`src/rtl/cc_channel_sched_if.sv`:
```
// Handshake bundle between the requesters/datapath and the cc channel scheduler.
// The scheduler sits on the slave side; the requester/datapath side is the master.
interface cc_channel_sched_if #(
    parameter int NREQ    = 8,
    parameter int BURST_W = 4
);
    localparam int IDW = (NREQ > 1) ? $clog2(NREQ) : 1;

    logic                    en;
    logic [NREQ-1:0]         req;
    logic [NREQ*BURST_W-1:0] len;
    logic                    ready;
    logic [NREQ-1:0]         gnt;
    logic [IDW-1:0]          gnt_id;
    logic                    busy;
    logic                    beat;
    logic                    done;
    logic                    abort;
    logic                    timeout;

    modport master (
        output en, req, len, ready,
        input  gnt, gnt_id, busy, beat, done, abort, timeout
    );

    modport slave (
        input  en, req, len, ready,
        output gnt, gnt_id, busy, beat, done, abort, timeout
    );
endinterface

```
`src/rtl/cc_channel_sched.sv`:
```
// Round-robin scheduler sharing the cc output channel between NREQ requesters,
// granting bursts of len+1 beats with early cut on withdrawal, disable or stall.
//
// state | meaning
// IDLE  | no grant; arbitrate among requests when en is high
// XFER  | grant held; beats counted down, stall cycles counted up
// GAP   | one dead cycle, grant cleared, done/abort/timeout pulse visible
module cc_channel_sched #(
    parameter int NREQ    = 8,
    parameter int BURST_W = 4,
    parameter int TMO     = 15
) (
    input logic               clk,
    input logic               rst,
    cc_channel_sched_if.slave bus
);
    localparam int IDW = (NREQ > 1) ? $clog2(NREQ) : 1;
    localparam logic [7:0] STALL_LAST = 8'(TMO - 1);

    typedef enum logic [1:0] {
        IDLE = 2'd0,
        XFER = 2'd1,
        GAP  = 2'd2
    } state_t;

    state_t               state;
    logic [NREQ-1:0]      gnt;
    logic [IDW-1:0]       gnt_id;
    logic                 busy;
    logic                 done;
    logic                 abort;
    logic                 timeout;
    logic [IDW-1:0]       last_id;
    logic [BURST_W-1:0]   cnt;
    logic [7:0]           stall;

    logic [BURST_W-1:0]   len_arr [NREQ];
    logic [IDW-1:0]       win;
    logic [IDW-1:0]       idx;
    logic                 found;
    logic                 beat;

    for (genvar g = 0; g < NREQ; g++) begin : g_len
        assign len_arr[g] = bus.len[g*BURST_W +: BURST_W];
    end

    // Search starts just after the last winner so the requester just served
    // drops to lowest priority.
    always_comb begin
        win   = '0;
        idx   = '0;
        found = 1'b0;
        for (int i = 1; i <= NREQ; i++) begin
            idx = IDW'((int'(last_id) + i) % NREQ);
            if (!found && bus.req[idx]) begin
                found = 1'b1;
                win   = idx;
            end
        end
    end

    assign beat = (state == XFER) & bus.ready & bus.en & bus.req[gnt_id];

    always_ff @(posedge clk or posedge rst) begin
        if (rst) begin
            state   <= IDLE;
            gnt     <= '0;
            gnt_id  <= '0;
            busy    <= 1'b0;
            done    <= 1'b0;
            abort   <= 1'b0;
            timeout <= 1'b0;
            last_id <= IDW'(NREQ - 1);
            cnt     <= '0;
            stall   <= '0;
        end else begin
            done    <= 1'b0;
            abort   <= 1'b0;
            timeout <= 1'b0;
            case (state)
                IDLE: begin
                    if (bus.en && found) begin
                        state   <= XFER;
                        gnt_id  <= win;
                        gnt     <= {{(NREQ-1){1'b0}}, 1'b1} << win;
                        cnt     <= len_arr[win];
                        stall   <= '0;
                        last_id <= win;
                        busy    <= 1'b1;
                    end
                end
                XFER: begin
                    if (!bus.en || !bus.req[gnt_id]) begin
                        abort  <= 1'b1;
                        state  <= GAP;
                        gnt    <= '0;
                        gnt_id <= '0;
                    end else if (beat && cnt == '0) begin
                        done   <= 1'b1;
                        state  <= GAP;
                        gnt    <= '0;
                        gnt_id <= '0;
                    end else if (beat) begin
                        cnt   <= cnt - 1'b1;
                        stall <= '0;
                    end else if (!bus.ready) begin
                        if (stall != 8'hFF)
                            stall <= stall + 8'd1;
                        if (stall == STALL_LAST) begin
                            timeout <= 1'b1;
                            state   <= GAP;
                            gnt     <= '0;
                            gnt_id  <= '0;
                        end
                    end
                end
                GAP: begin
                    state <= IDLE;
                    busy  <= 1'b0;
                end
                default: begin
                    state  <= IDLE;
                    gnt    <= '0;
                    gnt_id <= '0;
                    busy   <= 1'b0;
                end
            endcase
        end
    end

    assign bus.gnt     = gnt;
    assign bus.gnt_id  = gnt_id;
    assign bus.busy    = busy;
    assign bus.beat    = beat;
    assign bus.done    = done;
    assign bus.abort   = abort;
    assign bus.timeout = timeout;
endmodule
```
`src/flat_wrapper.sv`:
```
// flat-port wrapper written by rule: the top's interface ports become plain ports
module cc_channel_sched_flat 
#(
    parameter int NREQ    = 8,
    parameter int BURST_W = 4,
    parameter int TMO     = 15
)
  (clk, rst, bus_en, bus_req, bus_len, bus_ready, bus_gnt, bus_gnt_id, bus_busy, bus_beat, bus_done, bus_abort, bus_timeout);
  cc_channel_sched_if #(.NREQ(NREQ), .BURST_W(BURST_W)) bus_i ();
  input logic clk;
  input logic rst;
  input wire logic [$bits(bus_i.en)-1:0] bus_en;
  input wire logic [$bits(bus_i.req)-1:0] bus_req;
  input wire logic [$bits(bus_i.len)-1:0] bus_len;
  input wire logic [$bits(bus_i.ready)-1:0] bus_ready;
  output wire logic [$bits(bus_i.gnt)-1:0] bus_gnt;
  output wire logic [$bits(bus_i.gnt_id)-1:0] bus_gnt_id;
  output wire logic [$bits(bus_i.busy)-1:0] bus_busy;
  output wire logic [$bits(bus_i.beat)-1:0] bus_beat;
  output wire logic [$bits(bus_i.done)-1:0] bus_done;
  output wire logic [$bits(bus_i.abort)-1:0] bus_abort;
  output wire logic [$bits(bus_i.timeout)-1:0] bus_timeout;
  assign bus_i.en = bus_en;
  assign bus_i.req = bus_req;
  assign bus_i.len = bus_len;
  assign bus_i.ready = bus_ready;
  assign bus_gnt = bus_i.gnt;
  assign bus_gnt_id = bus_i.gnt_id;
  assign bus_busy = bus_i.busy;
  assign bus_beat = bus_i.beat;
  assign bus_done = bus_i.done;
  assign bus_abort = bus_i.abort;
  assign bus_timeout = bus_i.timeout;
  cc_channel_sched #(.NREQ(NREQ), .BURST_W(BURST_W), .TMO(TMO)) u_core (.clk(clk), .rst(rst), .bus(bus_i));
endmodule
```
`config.mk`:
```
export PLATFORM = sky130hd
export DESIGN_NAME = cc_channel_sched_flat
export DESIGN_NICKNAME = d
export VERILOG_FILES = /design/src/rtl/cc_channel_sched_if.sv /design/src/rtl/cc_channel_sched.sv /design/src/flat_wrapper.sv
export SDC_FILE = /design/constraint.sdc
export NUM_CORES = 1
export LEC_CHECK = 0
export ABC_AREA = 1
export BUFFER_PORTS_ARGS = -buffer_cell sky130_fd_sc_hd__buf_2
export CAP_MARGIN = 20
export CORE_MARGIN = 5
export CORE_UTILIZATION = 45
export DETAILED_ROUTE_END_ITERATION = 12
export PLACE_DENSITY_LB_ADDON = 0.1
export SYNTH_ARGS = -nofsm -noshare
export SYNTH_HDL_FRONTEND = slang
export SYNTH_SLANG_ARGS = --single-unit
```
`constraint.sdc`:
```
create_clock -name clk -period 3.48 [get_ports clk]
set_input_delay 0.174 -clock clk [delete_from_list [all_inputs] [get_ports clk]]
set_output_delay 0.174 -clock clk [all_outputs]
set_load 0.02 [all_outputs]
```
# Word level (Yosys, flattened, before mapping)
# Cells that the tools add are included.
dict set report op_classes {
  add_sub_neg 10
  mul 0
  n_div 0
  n_lt_le_gt_ge 10
  eq_ne 13
  n_shift 1
  muxes 83
  n_bitwise 6
  reduce_logical 28
}
# op count
set ops {}
lappend ops {{two-way mux 8 bit} 12}
lappend ops {{two-way mux 3 bit} 14}
lappend ops {{less-than comparator 3 x 4 -> 1 bit, second input constant} 9}
lappend ops {{two-way mux 1 bit} 29}
lappend ops {{binary-select mux 1 bit (select 3 bit)} 9}
lappend ops {{two-way mux 4 bit} 6}
lappend ops {{case mux 8 bit (3 select lines)} 1}
lappend ops {{case mux 8 bit (2 select lines)} 1}
lappend ops {{adder 3 bit, second input constant} 4}
lappend ops {{binary-select mux 4 bit (select 3 bit)} 1}
lappend ops {{two-way mux 2 bit} 6}
lappend ops {{!= test 4 bit, second input constant} 3}
lappend ops {{AND reduction 5 bit} 2}
lappend ops {{logical AND 1 bit} 9}
lappend ops {{logical NOT 1 bit} 9}
lappend ops {{case mux 3 bit (3 select lines)} 1}
lappend ops {{adder 8 x 1 -> 8 bit, second input constant} 1}
lappend ops {{== test 8 x 4 -> 1 bit, second input constant} 1}
lappend ops {{!= test 8 bit, second input constant} 1}
lappend ops {{case mux 4 bit (2 select lines)} 1}
lappend ops {{left shift 1 x 3 -> 8 bit, first input constant} 1}
lappend ops {{adder 3 x 1 -> 3 bit, second input constant} 2}
lappend ops {{adder 3 x 2 -> 3 bit, second input constant} 2}
lappend ops {{!= test 3 x 2 -> 1 bit, second input constant} 2}
lappend ops {{18 further kinds} 24}
dict set report word_totals {
  reg_bits 32
  latch_bits 0
  mem_bits_rw 0
  mem_bits_ro 0
  output_inout_bits 16
  memories 0
}

# Longest topological paths before layout
# Gate-level depths: netlist (run 1).
dict set report logic_depth {
  ltp_word 31
  mapped_depth 24
  ltp_nobuf 22
}

# Worst setup path after synthesis (run 1)
# Ideal clock, no wire load.
dict set report synth_path {
  kind {reg2reg}
  start {reg u_core.last_id[0]}
  end {reg u_core.cnt[1]}
  setup_ns 0.116
  arrival_ns 2.924
  path_slack_ns 0.440
  path_stages_with_launch 24
  period_less_slack_ns 3.040
  path_cell_list {dfstp_2 -> buf_6 -> inv_2 -> buf_6 -> ha_1 -> inv_1 -> nand3_1 -> nand3_2 -> nand2_2 -> nor2_8 -> nand4_4 -> nor2_8 -> nand3_4 -> nand3_4 -> nand2_4 -> buf_6 -> nand2_1 -> nand2_1 -> nand2_1 -> nand3_1 -> nand2_1 -> nand2_1 -> nand2_1 -> nand2_1}
}
dict set report synth_via {
  elab_chain_len 31
  word_cells_on_any_way 63
}
# item line_no
set synth_lines {}
lappend synth_lines {{start: declaration} cc_channel_sched.sv:33} ;# logic [IDW-1:0] last_id;
lappend synth_lines {{start signal: assignment} cc_channel_sched.sv:73} ;# last_id <= IDW'(NREQ - 1);
lappend synth_lines {{start signal: assignment} cc_channel_sched.sv:88} ;# last_id <= win;
lappend synth_lines {{adder 3 x 1 -> 3 bit} cc_channel_sched.sv:54} ;# idx = IDW'((int'(last_id) + i) % NREQ);
lappend synth_lines {{binary-select mux 1 bit (select 3 bit)} cc_channel_sched.sv:55} ;# if (!found && bus.req[idx]) begin
lappend synth_lines {{two-way mux 1 bit (implied by the code)} cc_channel_sched.sv:55}
lappend synth_lines {{two-way mux 1 bit} cc_channel_sched.sv:55}
lappend synth_lines {{logical NOT 1 bit} cc_channel_sched.sv:55}
lappend synth_lines {{logical AND 1 bit} cc_channel_sched.sv:55}
lappend synth_lines {{two-way mux 1 bit} cc_channel_sched.sv:55}
lappend synth_lines {{logical NOT 1 bit} cc_channel_sched.sv:55}
lappend synth_lines {{[14 not listed]} --}
lappend synth_lines {{logical NOT 1 bit} cc_channel_sched.sv:55}
lappend synth_lines {{logical AND 1 bit} cc_channel_sched.sv:55}
lappend synth_lines {{two-way mux 3 bit} cc_channel_sched.sv:55}
lappend synth_lines {{inverter 3 -> 4 bit (implied by the code)} cc_channel_sched.sv:86} ;# cnt <= len_arr[win];
lappend synth_lines {{binary-select mux 4 bit (select 3 bit)} cc_channel_sched.sv:86}
lappend synth_lines {{two-way mux 4 bit (implied by the code) (2 in a row)} cc_channel_sched.sv:86}
lappend synth_lines {{two-way mux 4 bit} cc_channel_sched.sv:82} ;# if (bus.en && found) begin
lappend synth_lines {{case mux 4 bit (2 select lines)} cc_channel_sched.sv:80} ;# case (state)
lappend synth_lines {{end signal: assignment} cc_channel_sched.sv:86}
lappend synth_lines {{end signal: assignment} cc_channel_sched.sv:104} ;# cnt <= cnt - 1'b1;
lappend synth_lines {{end: declaration} cc_channel_sched.sv:34} ;# logic [BURST_W-1:0] cnt;
# Several ways; a longest one is shown, not always the timed one. The select of a mux whose other input is x is not followed.
# A chain may end at the register's enable or synchronous reset.

# Final worst setup path (run 1)
dict set report layout_path {
  start {reg u_core.last_id[0]}
  end {reg u_core.stall[2]}
}
dict set report layout_via {
  elab_chain_len 28
  word_cells_on_any_way 49
}
# item line_no
set layout_lines {}
lappend layout_lines {{adder 3 x 1 -> 3 bit} cc_channel_sched.sv:54}
lappend layout_lines {{binary-select mux 1 bit (select 3 bit)} cc_channel_sched.sv:55}
lappend layout_lines {{two-way mux 1 bit (implied by the code)} cc_channel_sched.sv:55}
lappend layout_lines {{two-way mux 1 bit} cc_channel_sched.sv:55}
lappend layout_lines {{logical NOT 1 bit} cc_channel_sched.sv:55}
lappend layout_lines {{logical AND 1 bit} cc_channel_sched.sv:55}
lappend layout_lines {{two-way mux 1 bit} cc_channel_sched.sv:55}
lappend layout_lines {{logical NOT 1 bit} cc_channel_sched.sv:55}
lappend layout_lines {{[12 not listed]} --}
lappend layout_lines {{logical AND 1 bit} cc_channel_sched.sv:55}
lappend layout_lines {{two-way mux 1 bit} cc_channel_sched.sv:55}
lappend layout_lines {{logical NOT 1 bit} cc_channel_sched.sv:55}
lappend layout_lines {{logical AND 1 bit} cc_channel_sched.sv:55}
lappend layout_lines {{two-way mux 1 bit (*)} cc_channel_sched.sv:55}
lappend layout_lines {{logical AND 1 bit (*)} cc_channel_sched.sv:82}
lappend layout_lines {{!= test 2 x 1 -> 1 bit (no source line) (*)} --}
lappend layout_lines {{AND reduction 6 bit (no source line) (*)} --}
lappend layout_lines {{end signal: assignment} cc_channel_sched.sv:108} ;# stall <= stall + 8'd1;
lappend layout_lines {{end: declaration} cc_channel_sched.sv:35} ;# logic [7:0] stall;
# Mark *: on every way between the ends. The rest lies on a longest branch, timed or not. The select of a mux whose other input is x is not followed.

==> summary by stage, run 1 <==
Run status
The flow ran to the end, and the final reports show no timing, DRC or antenna violations.

Timing
The part of the cycle the worst path needs is around nine tenths. At the pin with the least slew margin, the transition time is 640 ps. The maximum achievable frequency is between 300 and 400 MHz. The total count of hold-check failures in the final report is 0. Setup violations remaining at the end of the flow were counted as 0.

For the final database, setup skew stands at 4.65 ps. The final-report max-slew violation count is 0. Counting I/O delays and the setup requirement, the final critical path takes ~3200 ps.

After routing, the total negative slack on setup checks comes to 0 ps. Setup repair after global routing left no endpoint under its margin. Measured against its own limit, the worst slew margin works out to 56.9%.

Placed design
The congestion estimate from routability-driven global placement came to between 0.9 and 1. After legalization and detailed placement, the total HPWL measured 5.70 mm. Buffers placed on the I/O ports in this run total roughly 60.

Run
The number of maximum-capacitance constraint violations is 0.

Yosys
In this run, synthesis inferred 0 flip-flops with an integrated enable. Sequential cells were found to cover ~30% of the synthesized design area. The dominant register cell in the synthesized netlist is dfrtp_1. The unique cell type count in the Yosys netlist is between 40 and 50.

The share of synthesized registers carrying an async set or reset is 100%. The cell area after synthesis is around 2700 um^2. The count of yosys warnings during synthesis is 0. Synthesis handed over a netlist of approximately 400 instances. Synthesis produced a netlist with a net count of 449.

A synthesized cell averages a little under 7 um^2. The number of register bits inferred by synthesis is 32.

Routing
Summing over every cut layer, the via total after detailed routing is between 2,000 and 3,000. The total detailed-routing wirelength is roughly 7.1 mm. In the final routed layout, each cell accounts on average for 13.2 um. After detailed routing, the number of remaining DRC violations is 0.

After detailed routing, the number of vias per cell comes to 5.15. The number of search-and-repair iterations in the first detailed-routing pass is 5. The violation count after the first detailed-route iteration is 205. The count of nets left with antenna violations after detail routing is 0.

Final layout
In the final design database the tool counted between 500 and 600 nets. The area added between synthesis and finish is 19.9%. The leading cell type in the layout, fill and taps excluded is nand2_1.

The count of filler cells inserted in the layout is ~610. The post-route netlist has 25.2% of its cells at a drive strength greater than 1. The number of antenna diodes in the final layout is 0.

The top cell types in the final layout, fill and taps aside, are 140 x nand2_1, 59 x buf_2, 43 x nand3_1.

CTS
The clock latency of the later-clocked register in the worst-skew pair is approximately 280 ps. CTS saw 32 sinks. The clock-pin slew on the worst setup and hold paths is roughly 70 ps.

In this run the number of H-tree levels came out at 2. CTS placed an instance of clkbuf_8 at the clock tree root. In this run the deepest clock path goes through 2 buffers. The number of buffers created by CTS is 5. TritonCTS built the clock tree.

Hold path
The worst hold path begins at bus_ready. In this run the worst hold path is classified as primary input to flip-flop.

Global route
The first global-routing pass estimated roughly 12 mm of wire. For this run, the total global-route usage over all layers was measured as between 15 and 20%. The via count of the first global-routing pass is 2,622. The total overflow left after global routing is 0. Entering global routing, the biggest net connects 20 pins. The initial antenna violation count is 0.

Die
The floorplan step set the die height to 87.4 um. The die area is around 7600 um^2. Measured along the x axis, the die boundary spans 87.4 um. The starting density of the core is 45.8%. Pin placement for this block handled 60 I/O pins. The total area inside the core boundary comes to just under 6000 um^2. The floorplan has 28 rows.

Setup path
STA classifies the critical path endpoint as a flip-flop. The maximum net fanout on the critical path is 11. The reg-to-reg startpoint is u_core.last_id[0]$_DFFE_PP1P_. STA classifies the critical path startpoint as a flip-flop. The critical path class is flip-flop to flip-flop. Data arrives at the worst endpoint at roughly 3300 ps. The critical path starts at u_core.last_id[0]$_DFFE_PP1P_. For the worst setup path, the data required time is 3650 ps.
synthesized netlist by cell type (all sizes together), types with 2 or more instances:
library cell  number  area [um^2]
o21bai             2         18.8
nand4              4         40.0
o22ai             12         75.1
nand2            153          617
o21ai             27          139
xor2               2         17.5
nor3               4         30.0
dfstp              3         78.8
nand3b             3         35.0
a21oi              8         40.0
buf                9         77.6
ha                 6         75.1
nand3             50          300
nor2              31          159
nor4               2         12.5
dfrtp             29          726
o31ai              2         15.0
xnor2              2         25.0
inv               44          165
worst max-delay path: stages, from the launching register on:
cell,delay [ps]
dfstp_2,530
inv_2,120
ha_2,380
inv_1,170
nand3_1,140
nand3_2,110
nand2_2,100
nor2_8,170
nand4_4,130
nor2_8,150
nand2_1,100
o21ai_1,200
and2_1,200
nor3_2,60
nand3_2,190
inv_1,110
a21oi_1,130
nor2_1,50
final cells by class:
| cell class | instances | area (um^2) | share of cell area (%) |
|---|---|---|---|
| Inverter | 44 | 165 | 5.11 |
| Clock inverter | 1 | 30.0 | 0.930 |
| Multi-Input combinational cell | 314 | 1660 | 51.5 |
| Sequential cell | 32 | 805 | 24.9 |
| Timing Repair Buffer | 67 | 378 | 11.7 |
| Clock buffer | 7 | 96.3 | 2.98 |
| Tap cell | 75 | 93.8 | 2.91 |
per-layer routing:
metal	vias up	global-route usage, %	share of wire (%)
met1	1265	28.1	49
met4	0	4.74	1.1
met5	-	0	0
li1	1432	-	-
met3	7	4.26	5.6
met2	78	30.3	45
registers in the layout, indices dropped and copies added (netlist names):
signal,count
u_core.bus.busy,1
u_core.last_id,3
u_core.bus.gnt_id,3
u_core.stall,8
u_core.bus.done,1
u_core.state,2
u_core.bus.gnt,8
u_core.cnt,4
u_core.bus.abort,1
u_core.bus.timeout,1
stage by stage:
| stage | std cells | setup slack [ps] | area [um^2] | hold slack, ps | util (%) |
|---|---|---|---|---|---|
| after CTS | 540 | 194 | 3210 | 66.2 | 54.6 |
| after global routing | 540 | 31.9 | 3230 | 82.6 | 54.9 |
| after floorplan | 399 | 440 | 2690 | 246 | - |
| final | 540 | 315 | 3230 | 75.2 | 54.9 |
| after global placement | 530 | 261 | 3050 | 374 | 51.8 |
| after detailed placement | 531 | 221 | 3080 | 269 | 52.3 |
final timing paths:
path / to / slack [ps] / depth (start not counted)
setup / recovery: u_core.stall[2]$_DFFE_PP0P_ / 310 / 17
hold / removal: u_core.bus.timeout$_DFF_PP0_ / 80 / 2
setup reg to reg: u_core.stall[2]$_DFFE_PP0P_ / 310 / 17
hold reg to reg: u_core.cnt[1]$_DFFE_PP0P_ / 520 / 2
max in group asynchronous: u_core.last_id[0]$_DFFE_PP1P_ / 2400 / 4
min in group asynchronous: u_core.bus.gnt[6]$_DFFE_PP0P_ / 510 / 3
kinds of logic (layout without fill, tap and decap cells):
kind of cell	Yosys count	after routing	share of synthesized area [%]
flip-flops	32	32	29.9
buffers and inverters	53	119	9.01
AND/OR/NAND/NOR	250	250	45.1
AO/OA/AOI/OAI	54	54	11.7
adder cells (fa/ha/maj)	6	6	2.79
XOR/XNOR	4	4	1.58
timing repair:
action                                 4_1_cts  5_1_grt
gates resized for setup                      0        3
hold buffers                                 1        0
buffers inserted                             0        0
setup endpoints to repair                    0       15
endpoints found under the hold margin       12        0
Power of run 1 is not shown: default switching activity piles up to over one toggle a cycle in this logic, so the estimate is an artifact.
==> inputs of run 2 (changes only) <==
--- a/config.mk
+++ b/config.mk
@@ -6,8 +6,8 @@
 export NUM_CORES = 1
 export LEC_CHECK = 0
 export ABC_AREA = 1
-export BUFFER_PORTS_ARGS = -buffer_cell sky130_fd_sc_hd__buf_2
-export CAP_MARGIN = 20
+export BUFFER_PORTS_ARGS = -buffer_cell sky130_fd_sc_hd__clkbuf_2
+export CAP_MARGIN = 15
 export CORE_MARGIN = 5
 export CORE_UTILIZATION = 45
 export DETAILED_ROUTE_END_ITERATION = 12
==> run 2 against run 1 <==
Clock skew barely moved. Hold slack improved by 11 ps. Via count is 2.2% lower. Critical path type unchanged. Critical path depth grew 3. Cell area down 2.0%. Register-to-register slack gained 30 ps. Die area unchanged. Highest routed layer unchanged. Worst setup slack better by 30 ps. Fmax is 0.94% higher. Final cell count stayed put. Sequential share of layout area rose by 0.50 points. First-iteration DRC count decreased by 11%.
==> summary by stage, run 2 (synthesis results as in run 1) <==
Timing
After layout, the worst path uses around 90% of the clock period. The final-report max-slew violation count is 0. The clock tree skew after final layout is 4.29 ps. The total count of hold-check failures in the final report was 0. Subtracting the final worst setup slack from the clock period gives around 3100 ps. Based on the critical path, the design can be clocked at up to between 300 and 400 MHz. Adding up every negative setup slack in the final design gives 0 ps. Setup repair after global routing left no endpoint under its margin. The pin slew with the least headroom to its limit is a little under 600 ps. The count of endpoints failing setup in the final report is 0. The relative max-transition margin is 59.8%.

Final layout
The top cell types in the final layout, fill and taps aside, are 140 x nand2_1, 59 x clkbuf_2, 43 x nand3_1. The largest registers in the layout are u_core.bus.gnt x8, u_core.stall x8, u_core.cnt x4. The share of post-route cells with drive strength above 1 is around a quarter. The library cell used most frequently in the layout, excluding fill and tap cells, is nand2_1. 0 antenna diodes ended up in the layout. The number of nets at the end of the flow is approximately 510. From synthesis to final layout, the design area changed by 17.5%.

Die
The core region is roughly 6000 um^2. The number of standard-cell rows in the floorplan is 28. The I/O pin count is 60.

The die covers 7630 um^2. The starting density of the core is between 40% and 50%. The vertical die dimension is ~87 um. The die is 87.4 um wide.

Routing
The uppermost metal layer occupied by signal nets is met4. The wire length on met3 is ~320 um. The routed layout has roughly 2,700 vias. Dividing the detail-routed wire length by the instance count gives 12.9 um.

The violation count after the first detailed-route iteration is around 180. For this block, the routed nets add up to 6.98 mm of wire. The detailed-routing wirelength on met1 is between 3 and 4 mm. For this run, design rule violations remaining after detail routing come to 0. The total length of routed met2 wires is roughly 3.1 mm. In this run the remaining antenna-violating nets after routing total 0. The average vias per placed instance is about 5.0.

The first TritonRoute pass finished after 5 iterations.

CTS
Buffers inserted during clock tree synthesis total 5. The clock tree from TritonCTS is done. The clock latency of the later-clocked register in the worst-skew pair is about 270 ps. CTS built an H-tree with a depth of 2. The cell sitting at the root of the clock tree is a clkbuf_8. The setup fix buffers added after clock tree synthesis is 0.

The maximum count of clock buffers along a single path is 2. The number of clock sinks is 32. The clock-pin slew on the worst setup and hold paths is about 70 ps.

Setup path
Data on the critical path is required at its endpoint by 3650 ps. STA classifies the critical path startpoint as a flip-flop. The critical path class is flip-flop to flip-flop. Along the worst path, the maximum fanout reaches 19. The nature of the critical path endpoint is a flip-flop. The cell at the slowest stage of the critical path is dfstp_2. On the worst path, the slowest cell contributes a delay of approximately 530 ps. For the worst setup path, the data arrival time is 3300 ps. The critical path's most frequent cell is nand2_1. The signal on the critical path passes through inv_2 -> ha_2 -> inv_1 -> nand3_1 -> nand2_1 -> nor2_1 -> a31oi_2 -> inv_1 -> nand2_4 -> nand3b_4 -> nand2_4 -> inv_2 -> nand2_1 -> nand2_1 -> nand2_1 -> nand3_1 -> nand2_1 -> nand2_1 -> nand2_1 -> nand2_1.

Run
Across the run, the number of max-cap violations was 0.

Placed design
Detailed placement finished with a half-perimeter wire length of roughly 5.5 mm. Buffers placed on the I/O ports in this run total 59. At the end of routability-driven placement, the weighted congestion stood at roughly 0.9.

Global route
After global routing the overflow that remains totals 0. Global routing used between 15 and 20% of the available tracks across all layers. The initial antenna violation count is 0. The via count of the first global-routing pass came to about 2,500. The first global-routing pass estimated between 10 and 15 mm of wire.

The pin count of the biggest net entering global routing is 33.

Run status
The run finished with clean final reports.

Hold path
The tightest min-delay check is of the primary input to flip-flop type.
-- run 2: layout make-up --
cell class                 instances  area [um^2]
inverter                          44          165
tap                               75         93.8
sequential                        32          805
timing repair buffer              67          358
multi-input combinational        314         1650
fill                             613         2720
clock buffer                       8         90.1
-- run 2: path summary, 6_finish.rpt --
check	start	to	slack (ps)	depth (start not counted)
max in group asynchronous	rst	u_core.last_id[0]$_DFFE_PP1P_	2620	4
min reg2reg	u_core.cnt[1]$_DFFE_PP0P_	u_core.cnt[1]$_DFFE_PP0P_	530	2
min	bus_ready	u_core.bus.timeout$_DFF_PP0_	90	2
max reg2reg	u_core.last_id[0]$_DFFE_PP1P_	u_core.cnt[1]$_DFFE_PP0P_	340	20
max	u_core.last_id[0]$_DFFE_PP1P_	u_core.cnt[1]$_DFFE_PP0P_	340	20
min in group asynchronous	rst	u_core.stall[1]$_DFFE_PP0P_	530	4
-- run 2: worst max-delay path: cells and delay by family, from the launching register on --
| family | cells | cell delay, ps |
|---|---|---|
| DFF | 1 | 530 |
| buffers and inverters | 4 | 530 |
| and+or+nand+nor | 14 | 1290 |
| adders and majority gates | 1 | 380 |
| AOI/OAI and AO/OA | 1 | 280 |
-- run 2: metrics by stage --
stage / utilization (%) / cells / instance area (um^2) / hold WS (ps) / setup WS, ps
6_report: 53.8 / 540 / 3170 / 86.4 / 344
3_5_place_dp: 52.0 / 531 / 3060 / 276 / 231
5_1_grt: 53.8 / 540 / 3170 / 71.1 / 34.9
2_1_floorplan: - / 399 / 2690 / 246 / 440
3_3_place_gp: 52.0 / 531 / 3060 / 259 / 297
4_1_cts: 53.7 / 540 / 3160 / 74.7 / 205
-- run 2: timing repair --
item	in CTS	in global routing
hold buffers	1	0
gates resized for setup	0	2
setup endpoints to repair	0	6
endpoints found under the hold margin	29	0
-- run 2: per-layer routing --
metal	GRT usage, %	up-vias
met2	28.2	57
li1	-	1426
met4	3.77	0
met1	29.4	1233
met5	0	-
met3	3.50	4
Power of run 2 is left out for the same reason.
==> inputs of run 3 (changes only) <==
==> constraint.sdc (replaced) <==
create_clock -name clk -period 2.9 [get_ports clk]
set_input_delay 0.145 -clock clk [delete_from_list [all_inputs] [get_ports clk]]
set_output_delay 0.145 -clock clk [all_outputs]
set_load 0.02 [all_outputs]
==> run 3 against run 2 <==
Final cell count grew 4.6%. Non-clock buffer count rose by 25. Clock skew is 0.67 ps higher. Via count grew 4.8%. Critical path depth is 1 higher. Hold slack got worse by 41 ps. Global-route usage is 0.18 points lower. Core utilization grew 8.6 points. Register-to-register slack worse by 290 ps. First-iteration DRC count down 42%. Die area did not move. Critical endpoint unchanged.
==> summary by stage, run 3 (synthesis results as in run 1) <==
Final layout
Cells with a size suffix above 1 make up 38.4% of the layout. After filler insertion, the fill cell instance count of the layout stands at 556. The area added between synthesis and finish is 36.3%.

In the final layout, the registers with the most flip-flops are u_core.bus.gnt x8, u_core.stall x8, u_core.cnt x4. The top cell types in the final layout, fill and taps aside, are 120 x nand2_1, 59 x clkbuf_2, 37 x inv_1. The number of nets at the end of the flow is between 500 and 600.

The number of cells in the finished layout apart from fillers is about 570. The final standard cell area without fillers is roughly 3700 um^2. 0 antenna diodes ended up in the layout. The leading cell type in the layout, fill and taps excluded is nand2_1.

Setup path
The worst path arrival time is 3040 ps. STA classifies the critical path endpoint as a flip-flop. STA classifies the critical path startpoint as a flip-flop. The critical path class is flip-flop to flip-flop. At the worst endpoint, the required time is around 3100 ps. The maximum net fanout on the critical path is 8.

Die
The area inside the core boundary is 5890 um^2. 60 I/O pins were placed. The number of standard-cell rows in the floorplan is 28. From bottom edge to top edge, the die measures just under 90 um. The die is about 87 um wide.

The starting density of the core is a little under half. The die area is between 7000 and 8000 um^2.

CTS
The number of H-tree levels is 2. The root buffer cell chosen for the clock tree is clkbuf_8. The maximum count of clock buffers along a single path is 2.

The clock latency of the later-clocked register in the worst-skew pair is about 290 ps. Clock tree synthesis inserted a total of 5 buffers. CTS saw 32 sinks.

Clock-pin slew was measured on the worst setup and hold paths at roughly 70 ps. The clock tree from TritonCTS is done.

Timing
On the final layout, the worst hold slack is 45.3 ps. The part of the cycle the worst path needs is 98.3%. The final-report max-slew violation count came to 0. Across all setup checks in the final design, the least slack found is around 50 ps. Setup repair after global routing could not meet its margin everywhere. On the final layout, the worst clock skew is between 4 and 5 ps. For this run, the top clock speed supported by timing is 351 MHz. The shortest clock period the worst path allows after layout is ~2800 ps. The total count of hold-check failures in the final report is 0.

Setup violations remaining at the end of the flow were counted as 0. The pin slew with the least headroom to its limit is roughly 470 ps. Measured against its own limit, the worst slew margin works out to 68.4%.

Run status
The flow ran to the end, and the final reports show no timing, DRC or antenna violations.

Global route
The first global-routing pass estimated approximately 12 mm of wire. The global routing met2 resource utilization is 30.2%. The pin count of the biggest net entering global routing is 33. For this run, the total global-route usage over all layers was measured as a little under a fifth. The initial antenna violation count is 0. The layer carrying the most global-route usage is met2. The via count of the first global-routing pass came to 2,607. For met1 alone, demand over resource in global routing was 25.9%. The overflow left after global routing is 0. Global routing used under 10% of the available met3 tracks.

Placed design
The placer's final routability congestion estimate is a little over 0.9. The count of input and output buffers is 59. OpenSTA, run right after detailed placement, puts the worst setup slack at -40.7 ps. Summing all placed instances gives a cell area of between 3000 and 4000 um^2. The post-detailed-placement half-perimeter wirelength is around 5.5 mm. The number of placed instances, taps included, is 537.

Routing
After detailed routing, the average wire length per cell comes to between 10 and 15 um. The total detailed-routing wirelength is between 7 and 8 mm. The remaining design rule violation count is 0. The average vias per placed instance is 5.04. The count of nets left with antenna violations after detail routing is 0.

For this block, the via count after detailed routing is approximately 2,900. The first routing iteration left ~110 violations. For this run, the detailed router's first-pass iteration total came to 4.

Run
The tool flagged a number of max-cap violations equal to 0.

Hold path
The path category of the worst min-delay check is primary input to flip-flop.
run 3: path summary, 6_finish.rpt:
kind / startpoint / endpoint / slack (ps) / cells past startpoint
max: u_core.last_id[1]$_DFFE_PP1P_ / u_core.cnt[1]$_DFFE_PP0P_ / 50 / 21
min: bus_ready / u_core.bus.timeout$_DFF_PP0_ / 50 / 2
max reg2reg: u_core.last_id[1]$_DFFE_PP1P_ / u_core.cnt[1]$_DFFE_PP0P_ / 50 / 21
min reg2reg: u_core.bus.busy$_DFFE_PP0P_ / u_core.bus.busy$_DFFE_PP0P_ / 530 / 2
max in group asynchronous: rst / u_core.last_id[2]$_DFFE_PP1P_ / 2110 / 4
min in group asynchronous: rst / u_core.state[0]$_DFFE_PP0P_ / 470 / 4
run 3: area by class of cell:
type | instances | area (um^2) | share of cell area [%]
repair buffers | 92 | 571 | 15.5
clock inverters | 2 | 35.0 | 0.954
multi-input cells | 314 | 1910 | 52.1
inverters | 44 | 183 | 4.98
clock buffers | 6 | 72.6 | 1.98
flip-flops and latches | 32 | 805 | 21.9
well taps | 75 | 93.8 | 2.56
run 3: timing repair:
action                     4_1_cts  5_1_grt
setup endpoints to repair        4       25
hold buffers                     1        0
pin swaps                        0       32
gates cloned                     0        1
resized for setup                2       71
buffers inserted                 0       18
hold endpoints to repair        29        0
run 3: metrics by stage:
stage	setup TNS [ps]	util, %
3_3_place_gp	0	52.9
4_1_cts	-52.4	55.1
6_report	0	62.4
5_1_grt	-500	62.4
3_5_place_dp	-83.1	52.9
2_1_floorplan	0	-
run 3: metal layers:
layer	part of all wire, %	routed length (um)
met3	5.7	423
met2	47	3460
met1	46	3350
met5	0	0
met4	1.7	125
run 3: critical path, cell delays in order, from the launching register on:
cell and delay, ps:
dfstp_2 570, inv_2 60, ha_4 290, inv_6 110, nand3_2 110, nand2_1 90, nand2_2 70, nand2_4 110
nand4_4 140, nor2_8 190, nand3_4 140, nand3_4 160, nand2_8 90, buf_2 150, nand2_1 70, nand2_1 50
nand2_1 50, nand3_1 70, nand2_1 60, nand2_1 40, nand2_1 60, nand2_1 40
Power of run 3 is left out for the same reason.
